### src/rtl/bus_arb_pkg.sv
// Shared definitions for the bus generator/arbiter: FSM states and ID field constants.
package bus_arb_pkg;
    typedef enum logic [1:0] {ARB, POP, PUSH} state_t;
    localparam int ID_W = 8;
    localparam logic [ID_W-1:0] BCAST_ID = 8'hFF;
endpackage

### src/rtl/rr_arbiter.sv
// Combinational round-robin search: first set request strictly after `last`, wrapping.
module rr_arbiter #(
    parameter int N  = 16,
    parameter int IW = $clog2(N)
) (
    input  logic [N-1:0]  req,
    input  logic [IW-1:0] last,
    input  logic          en,
    output logic [IW-1:0] gnt,
    output logic          vld
);
    int idx;

    always_comb begin
        gnt = '0;
        vld = 1'b0;
        idx = 0;
        if (en) begin
            for (int k = 1; k <= N; k++) begin
                idx = (int'(last) + k) % N;
                if (!vld && req[IW'(idx)]) begin
                    vld = 1'b1;
                    gnt = IW'(idx);
                end
            end
        end
    end
endmodule

### src/rtl/bus_gnrtr_arbiter.sv
// Shared-bus generator: round-robin pops one packet from a device FIFO and
// delivers it by destination ID (unicast, broadcast-except-source, or drop).
module bus_gnrtr_arbiter
    import bus_arb_pkg::*;
#(
    parameter int              pckg_sz   = 24,
    parameter int              drvrs     = 16,
    parameter logic [ID_W-1:0] broadcast = BCAST_ID
) (
    input  logic                            clk,
    input  logic                            reset,
    input  logic [drvrs-1:0]                pndng,
    input  logic [drvrs-1:0][pckg_sz-1:0]   D_pop,
    output logic [drvrs-1:0]                pop,
    output logic [drvrs-1:0]                push,
    output logic [drvrs-1:0][pckg_sz-1:0]   D_push
);
    localparam int IW = $clog2(drvrs);

    state_t             state;
    logic [IW-1:0]      grant;
    logic [IW-1:0]      last;
    logic [pckg_sz-1:0] pkt;
    logic [IW-1:0]      arb_gnt;
    logic               arb_vld;

    rr_arbiter #(.N(drvrs), .IW(IW)) u_rr (
        .req  (pndng),
        .last (last),
        .en   (state == ARB),
        .gnt  (arb_gnt),
        .vld  (arb_vld)
    );

    // Destinations at or above drvrs (other than broadcast) map to no device.
    function automatic logic [drvrs-1:0] route(input logic [ID_W-1:0] dest,
                                               input logic [IW-1:0]   src);
        logic [drvrs-1:0] r;
        r = '0;
        if (dest == broadcast) begin
            r      = '1;
            r[src] = 1'b0;
        end else if (int'(dest) < drvrs) begin
            r[dest[IW-1:0]] = 1'b1;
        end
        return r;
    endfunction

    always_ff @(posedge clk) begin
        if (!reset) begin
            state <= ARB;
            grant <= '0;
            last  <= IW'(drvrs - 1);
            pkt   <= '0;
            pop   <= '0;
            push  <= '0;
        end else begin
            case (state)
                ARB: begin
                    pop  <= '0;
                    push <= '0;
                    if (arb_vld) begin
                        grant        <= arb_gnt;
                        last         <= arb_gnt;
                        pop[arb_gnt] <= 1'b1;
                        state        <= POP;
                    end
                end
                POP: begin
                    pop   <= '0;
                    pkt   <= D_pop[grant];
                    push  <= route(D_pop[grant][pckg_sz-1 -: ID_W], grant);
                    state <= PUSH;
                end
                PUSH: begin
                    push  <= '0;
                    state <= ARB;
                end
                default: begin
                    pop   <= '0;
                    push  <= '0;
                    state <= ARB;
                end
            endcase
        end
    end

    for (genvar l = 0; l < drvrs; l++) begin : g_lane
        assign D_push[l] = pkt;
    end
endmodule

### config.mk
export PLATFORM = sky130hd
export DESIGN_NAME = bus_gnrtr_arbiter
export DESIGN_NICKNAME = d
export VERILOG_FILES = /design/src/rtl/bus_arb_pkg.sv /design/src/rtl/rr_arbiter.sv /design/src/rtl/bus_gnrtr_arbiter.sv
export SDC_FILE = /design/constraint.sdc
export NUM_CORES = 1
export LEC_CHECK = 0
export ABC_AREA = 0
export ABC_CLOCK_PERIOD_IN_PS = 10900
export CELL_PAD_IN_SITES_DETAIL_PLACEMENT = 0
export CELL_PAD_IN_SITES_GLOBAL_PLACEMENT = 1
export CORE_AREA = 5 5 320 322
export CTS_CLUSTER_DIAMETER = 60
export DETAILED_ROUTE_END_ITERATION = 7
export DIE_AREA = 0 0 325 327
export GPL_TIMING_DRIVEN = 0
export PLACE_DENSITY = 0.46
export SYNTH_ARGS = -nofsm -noshare
export SYNTH_HDL_FRONTEND = slang
export SYNTH_HIERARCHICAL = 1
export SYNTH_SLANG_ARGS = --single-unit
### constraint.sdc
create_clock -name clk -period 10.9 [get_ports clk]
set_clock_uncertainty 0.2 [all_clocks]
set_input_delay 2.18 -clock clk [delete_from_list [all_inputs] [get_ports clk]]
set_output_delay 2.18 -clock clk [all_outputs]
set_load 0.02 [all_outputs]
* Yosys cells after proc, flatten, opt, wreduce, memory -nomap -nowiden *
Index checks and enable logic that the tools add are counted.

word-level totals
  flip-flop bits (word level) = 66
  word-level logic and storage cells = 197

operators by class
  add/sub/neg operators = 16
  order comparisons = 23
  equal/unequal tests = 4
  multiplexer cells = 111
  bitwise operators = 1
  reductions and logical operators = 36

operators by type and width
  operator                                                            number
  binary-select mux 24 bit (select 4 bit)                             1
  less-than comparator 4 x 6 -> 1 bit (second input constant)         16
  two-way mux 4 bit                                                   17
  two-way mux 1 bit                                                   67
  binary-select mux 1 bit (select 4 bit)                              16
  two-way mux 16 bit                                                  3
  adder 4 bit (second input constant)                                 8
  one-hot mux 16 bit (2 select lines)                                 1
  two-way mux 24 bit                                                  1
  logical AND 1 bit                                                   18
  adder 4 x 3 -> 4 bit (second input constant)                        4
  NOT 16 bit                                                          1
  zero test 1 bit                                                     15
  less-than comparator 4 x 5 -> 1 bit (second input constant)         3
  demux 1 bit (select 4 bit)                                          3
  greater-or-equal comparator 4 x 1 -> 1 bit (second input constant)  3
  adder 4 x 1 -> 4 bit (second input constant)                        2
  adder 4 x 2 -> 4 bit (second input constant)                        2
  == test 8 bit (second input constant)                               1
  less-than comparator 8 x 5 -> 1 bit (second input constant)         1
  one-hot mux 2 bit (2 select lines)                                  1
  AND reduction 2 bit                                                 2
  == test 2 x 1 -> 1 bit (second input constant)                      1
  == test 2 bit (second input constant)                               1
  3 further kinds                                                     3

* Longest topological paths before layout *
  word-level depth = 72
  gate-level depth with buffers = 19

* Hierarchy *
Netlist, hierarchy kept.

modules (own cells, without submodules)
  module             instances  cells each  area an instance (um^2)
  bus_gnrtr_arbiter  1          811         8020.2
  rr_arbiter         1          300         2493.6

* Least setup slack after synthesis *
OpenSTA, ideal clock, no wires.

  kind = input to register
  start point = in pndng[8]
  end point = reg pop[0]
  data arrival time = 4864 ps
  required time = 10583 ps
  path slack = 5718 ps
  cell stages on the path = 12
  buffers on the path = 1
  cell sequence = mux4_2 > mux2_2 > mux2_4 > nor4_4 > nand4_4 > nor3b_2 > a22oi_1 > a21boi_1 > a31o_1 > clkbuf_1 > inv_1 > a32o_1

between the ends
  longest elaborated chain between the ends = 71

RTL lines
  element                                                                                                                         line                     source
  from (decl)                                                                                                                     bus_gnrtr_arbiter.sv:12  input logic [drvrs-1:0] pndng,
  binary-select mux 1 bit (select 4 bit)                                                                                          rr_arbiter.sv:21         if (!vld && req[IW'(idx)]) begin
  two-way mux 1 bit (not written as such) (2 in a row)                                                                            rr_arbiter.sv:21
  two-way mux 1 bit                                                                                                               rr_arbiter.sv:21
  two-way mux 1 bit                                                                                                               rr_arbiter.sv:18         if (en) begin
  zero test 1 bit                                                                                                                 rr_arbiter.sv:21
  logical AND 1 bit                                                                                                               rr_arbiter.sv:21
  two-way mux 1 bit                                                                                                               rr_arbiter.sv:21
  two-way mux 1 bit                                                                                                               rr_arbiter.sv:18
  (+55 left out)                                                                                                                  --
  two-way mux 4 bit *                                                                                                             rr_arbiter.sv:18
  net arb_gnt[1]                                                                                                                  bus_gnrtr_arbiter.sv:24  logic [IW-1:0] arb_gnt;
  less-than comparator 4 x 5 -> 1 bit (not written as such) / greater-or-equal comparator 4 x 1 -> 1 bit (equally long branches)  bus_gnrtr_arbiter.sv:65  pop[arb_gnt] <= 1'b1;
  logical AND 1 bit (not written as such)                                                                                         bus_gnrtr_arbiter.sv:65
  two-way mux 1 bit (not written as such)                                                                                         bus_gnrtr_arbiter.sv:65
  demux 1 bit (select 4 bit) *                                                                                                    bus_gnrtr_arbiter.sv:65
  two-way mux 16 bit *                                                                                                            bus_gnrtr_arbiter.sv:62  if (arb_vld) begin
  one-hot mux 16 bit (2 select lines) *                                                                                           bus_gnrtr_arbiter.sv:58  case (state)
  to (signal assigned)                                                                                                            bus_gnrtr_arbiter.sv:60  pop <= '0;
  to (signal, indexed assignment)                                                                                                 bus_gnrtr_arbiter.sv:65
  to (signal assigned)                                                                                                            bus_gnrtr_arbiter.sv:70  pop <= '0;
  to (decl)                                                                                                                       bus_gnrtr_arbiter.sv:14  output logic [drvrs-1:0] pop,

Mark *: on every way through the listed nets, which the timed path passes. The rest lies on a longest branch. The select of a mux whose other input is x is not followed.
A chain may end at the register's enable or synchronous reset.

* Worst setup path after layout *
  start point = in pndng[0]
  end point = reg pop[1]

Same word-level chain as after synthesis.

==> flow_summary_export.csv <==
group,metric,value,unit
cts,clkSlewWorstSetupHoldPaths,0.06,ns
route,wirelength,74.4,mm
hold_path,holdCritPathClass,"register to register",
yosys,yosysMostFrequentCell,"buf_4",
global_routing,antenna_found_initial,15,
cts,cts_made_buffers,9,
yosys,muxShareOfSynthArea,34.2,%
floorplan,die-area,106000,µm²
yosys,synth_area_per_cell,9.46,µm²
critical_path,crit_chain,"clkdlybuf4s50_1, mux2i_1, mux4_2, mux2i_1, a211oi_1, o31ai_1, a22o_1, a22oi_1, o22ai_1, a31o_1, clkbuf_1, inv_1, a32o_1",
sta,setup_ws,4.73,ns
route,first_pass_iters,5,
sta,period_share,56.6,%
pwr,p_per_area,222,nW/µm²
route,wl_met1,31.2,mm
yosys,synth_nets,1521,
floorplan,io_pins,818,
place,dp_hpwl,65.5,mm
yosys,yosysTopAreaCell,"mux4_2",
floorplan,die_w,325,µm
critical_path,crit_top_cell,"mux2i_1",
cts,cts_tree,"yes",
yosys,synth-edff-count,0,
run,maxCapViolations,0,
floorplan,start_util,10.6,%
yosys,synth_common_cells,"buf_4, mux4_2, nand2_1",
route,drcViolationCount,0,
global_routing,grt_max_degree,18,
final_layout,syn_to_final_growth,96.1,%
cts,post_cts_resized,0,
cts,post_cts_buffers,0,
cts,root_buffer,"clkbuf_16",
sta,rsz0062_at_grt,"false",
sta,hold_viol_final,0,
final_layout,num-nets-final,2349,
yosys,syn_inst,1111,
sta,worst_pin_slew,1.13,ns
sta,finalSetupViolCount,0,
cts,insertion_delay,0.35,ns
sta,relSlewSlack,24.4,%
yosys,ys_seq_elements,66,
route,drt-initial-drc-count,556,
critical_path,critical_path_class,"input pin to register",
place,post-place-ws,4.47,ns
cts,h-tree-depth,3,
critical_path,crit_slowest_cell,"mux2i_1",
yosys,ys_top_cells_by_area,"mux4_2, buf_4, dfxtp_1",
critical_path,crit_required,10.94,ns
critical_path,slowest_delay,0.82,ns
global_routing,grt_remaining_overflow,0,
yosys,synthArstFlopShare,0,%
cts,clock_sinks,66,
place,gp_congestion,0.849,
final_layout,finish.utilization,20.8,%
pwr,p_leak,7.73,nW
place,placed_cells_incl_taps,3226,
critical_path,crit_fanout,9,
cts,ctsHoldBuffers,0,
critical_path,worstPathArrival,6.21,ns
yosys,syn-cell-area,10500,µm²
floorplan,num_rows,116,
yosys,synth.top_cell.area_share,28.5,%
route,ant_nets,0,
yosys,yosysUniqueCellTypes,70,
sta,period_minus_slack,6.17,ns
yosys,synth-simple-area-share,11.4,%
critical_path,crit_buf_inv,3,
yosys,synth_top_family_by_area,"multiplexers",
sta,final.setup.tns,0,ns
run_status,status,"complete, no violations",
yosys,synth_xor_area_share,1.17,%
route,vias,11500,
critical_path,worst_setup_path_end_kind,"register",
global_routing,grt_pass1_vias,11800,
final_layout,fillers,10900,
floorplan,die_y,327,µm
critical_path,start_kind,"input pin",
pwr,ir_drop,0.0882,mV
sta,drv_slew,0,
route,highest-signal-layer,"met5",
route,vias_per_cell,3.55,
place,numPortBuffers,817,
final_layout,final_layout_size_suffix_gt1_share,29.2,%
global_routing,grt_pass1_wl,99.1,mm
yosys,synth_fa_ha_area_share,0.952,%
cts,clockBufferDepth,2,
floorplan,core,99300,µm²
route,wl_met2,36.9,mm
yosys,synth_seq_area_share,12.6,%
yosys,ys_warn_count,6,
global_routing,track_usage,13.1,%
yosys,ys.flop_type,"dfxtp_1",
final_layout,fin_cells,3254,
route,wl_met3,5.50,mm
critical_path,cpLargestDelayFamily,"multiplexers",
sta,max_freq,162,MHz
yosys,synth_compound_area_share,10.6,%
route,wire_per_inst,22.9,µm
## worst min-delay path, stage by stage (launching register included)
cell and delay, ns:
dfxtp_1 0.32, nand2_1 0.05, o21ai_0 0.05
## stage by stage
stage          instance area [µm²]  power [W]  hold WS (ns)
2_1_floorplan                10500    0.00281         0.281
3_5_place_dp                 20300    0.00434         0.248
5_1_grt                      20600    0.00487         0.296
3_3_place_gp                 20300    0.00434         0.241
6_report                     20600    0.00458         0.256
4_1_cts                      20600    0.00464         0.263
## metal layers
metal	vias up	global-route usage [%]
met5	-	0
met4	8	1.76
met3	40	3.87
met2	572	23.1
met1	5532	16.3
li1	5385	-
## final timing paths
check / startpoint / slack, ns / to / cells after the start
min: pop[10]$_SDFFE_PN0P_ / 0.26 / pop[10]$_SDFFE_PN0P_ / 2
min reg2reg: pop[10]$_SDFFE_PN0P_ / 0.26 / pop[10]$_SDFFE_PN0P_ / 2
max reg2reg: last[2]$_SDFFE_PN1P_ / 4.85 / pop[1]$_SDFFE_PN0P_ / 18
max: pndng[0] / 4.73 / pop[1]$_SDFFE_PN0P_ / 13
## registers in the layout, summed over array words and instances (netlist names)
name,cells
last,4
pkt,24
grant,4
push,16
pop,16
state,2
## cells by family after synthesis
group	after synthesis
xor+xnor	14
compound gates	164
simple gates	244
fa+ha+maj	8
flops	66
mux	178
buf+inv	437
## where the power goes
group | switching (W) | internal, W | leakage (nW)
logic | 0.00206 | 0.00182 | 7.07
clock network | 0.000122 | 0.000154 | 0.129
registers | 0.000137 | 0.000285 | 0.536
total | 0.00232 | 0.00226 | 7.73
## layout by cell type (no fill, tap or decap), types with 6 or more instances in the layout
master             n
o31ai_1            8
nand2_1          124
mux2_2            12
clkbuf_16          9
a22oi_1            9
and2_1            10
mux2i_1           24
ha_1               8
nand3_1           15
xnor2_1            8
nor2_1            41
a21oi_1           23
mux4_2           133
xor2_1             6
clkdlybuf4s50_1  817
buf_4            362
inv_1             15
nand2b_1           9
mux4_1             8
dfxtp_1           66
diode_2           12
a21boi_0          26
clkbuf_1          22
o22ai_1           21
o21ai_0           32
nor3_1            10
buf_2             19
buf_1             14
## layout make-up
type / instances / area, µm² / area share, %
timing repair buffer: 817 / 8180 / 39.7
multi-input combinational: 608 / 6120 / 29.7
buffer: 421 / 3010 / 14.6
tap: 1298 / 1620 / 7.88
sequential: 66 / 1320 / 6.41
clock buffer: 10 / 229 / 1.11
inverter: 16 / 60.1 / 0.291
clock inverter: 6 / 42.5 / 0.206
antenna: 12 / 30.0 / 0.146
No activity file was read; power rests on OpenSTA's default activity.
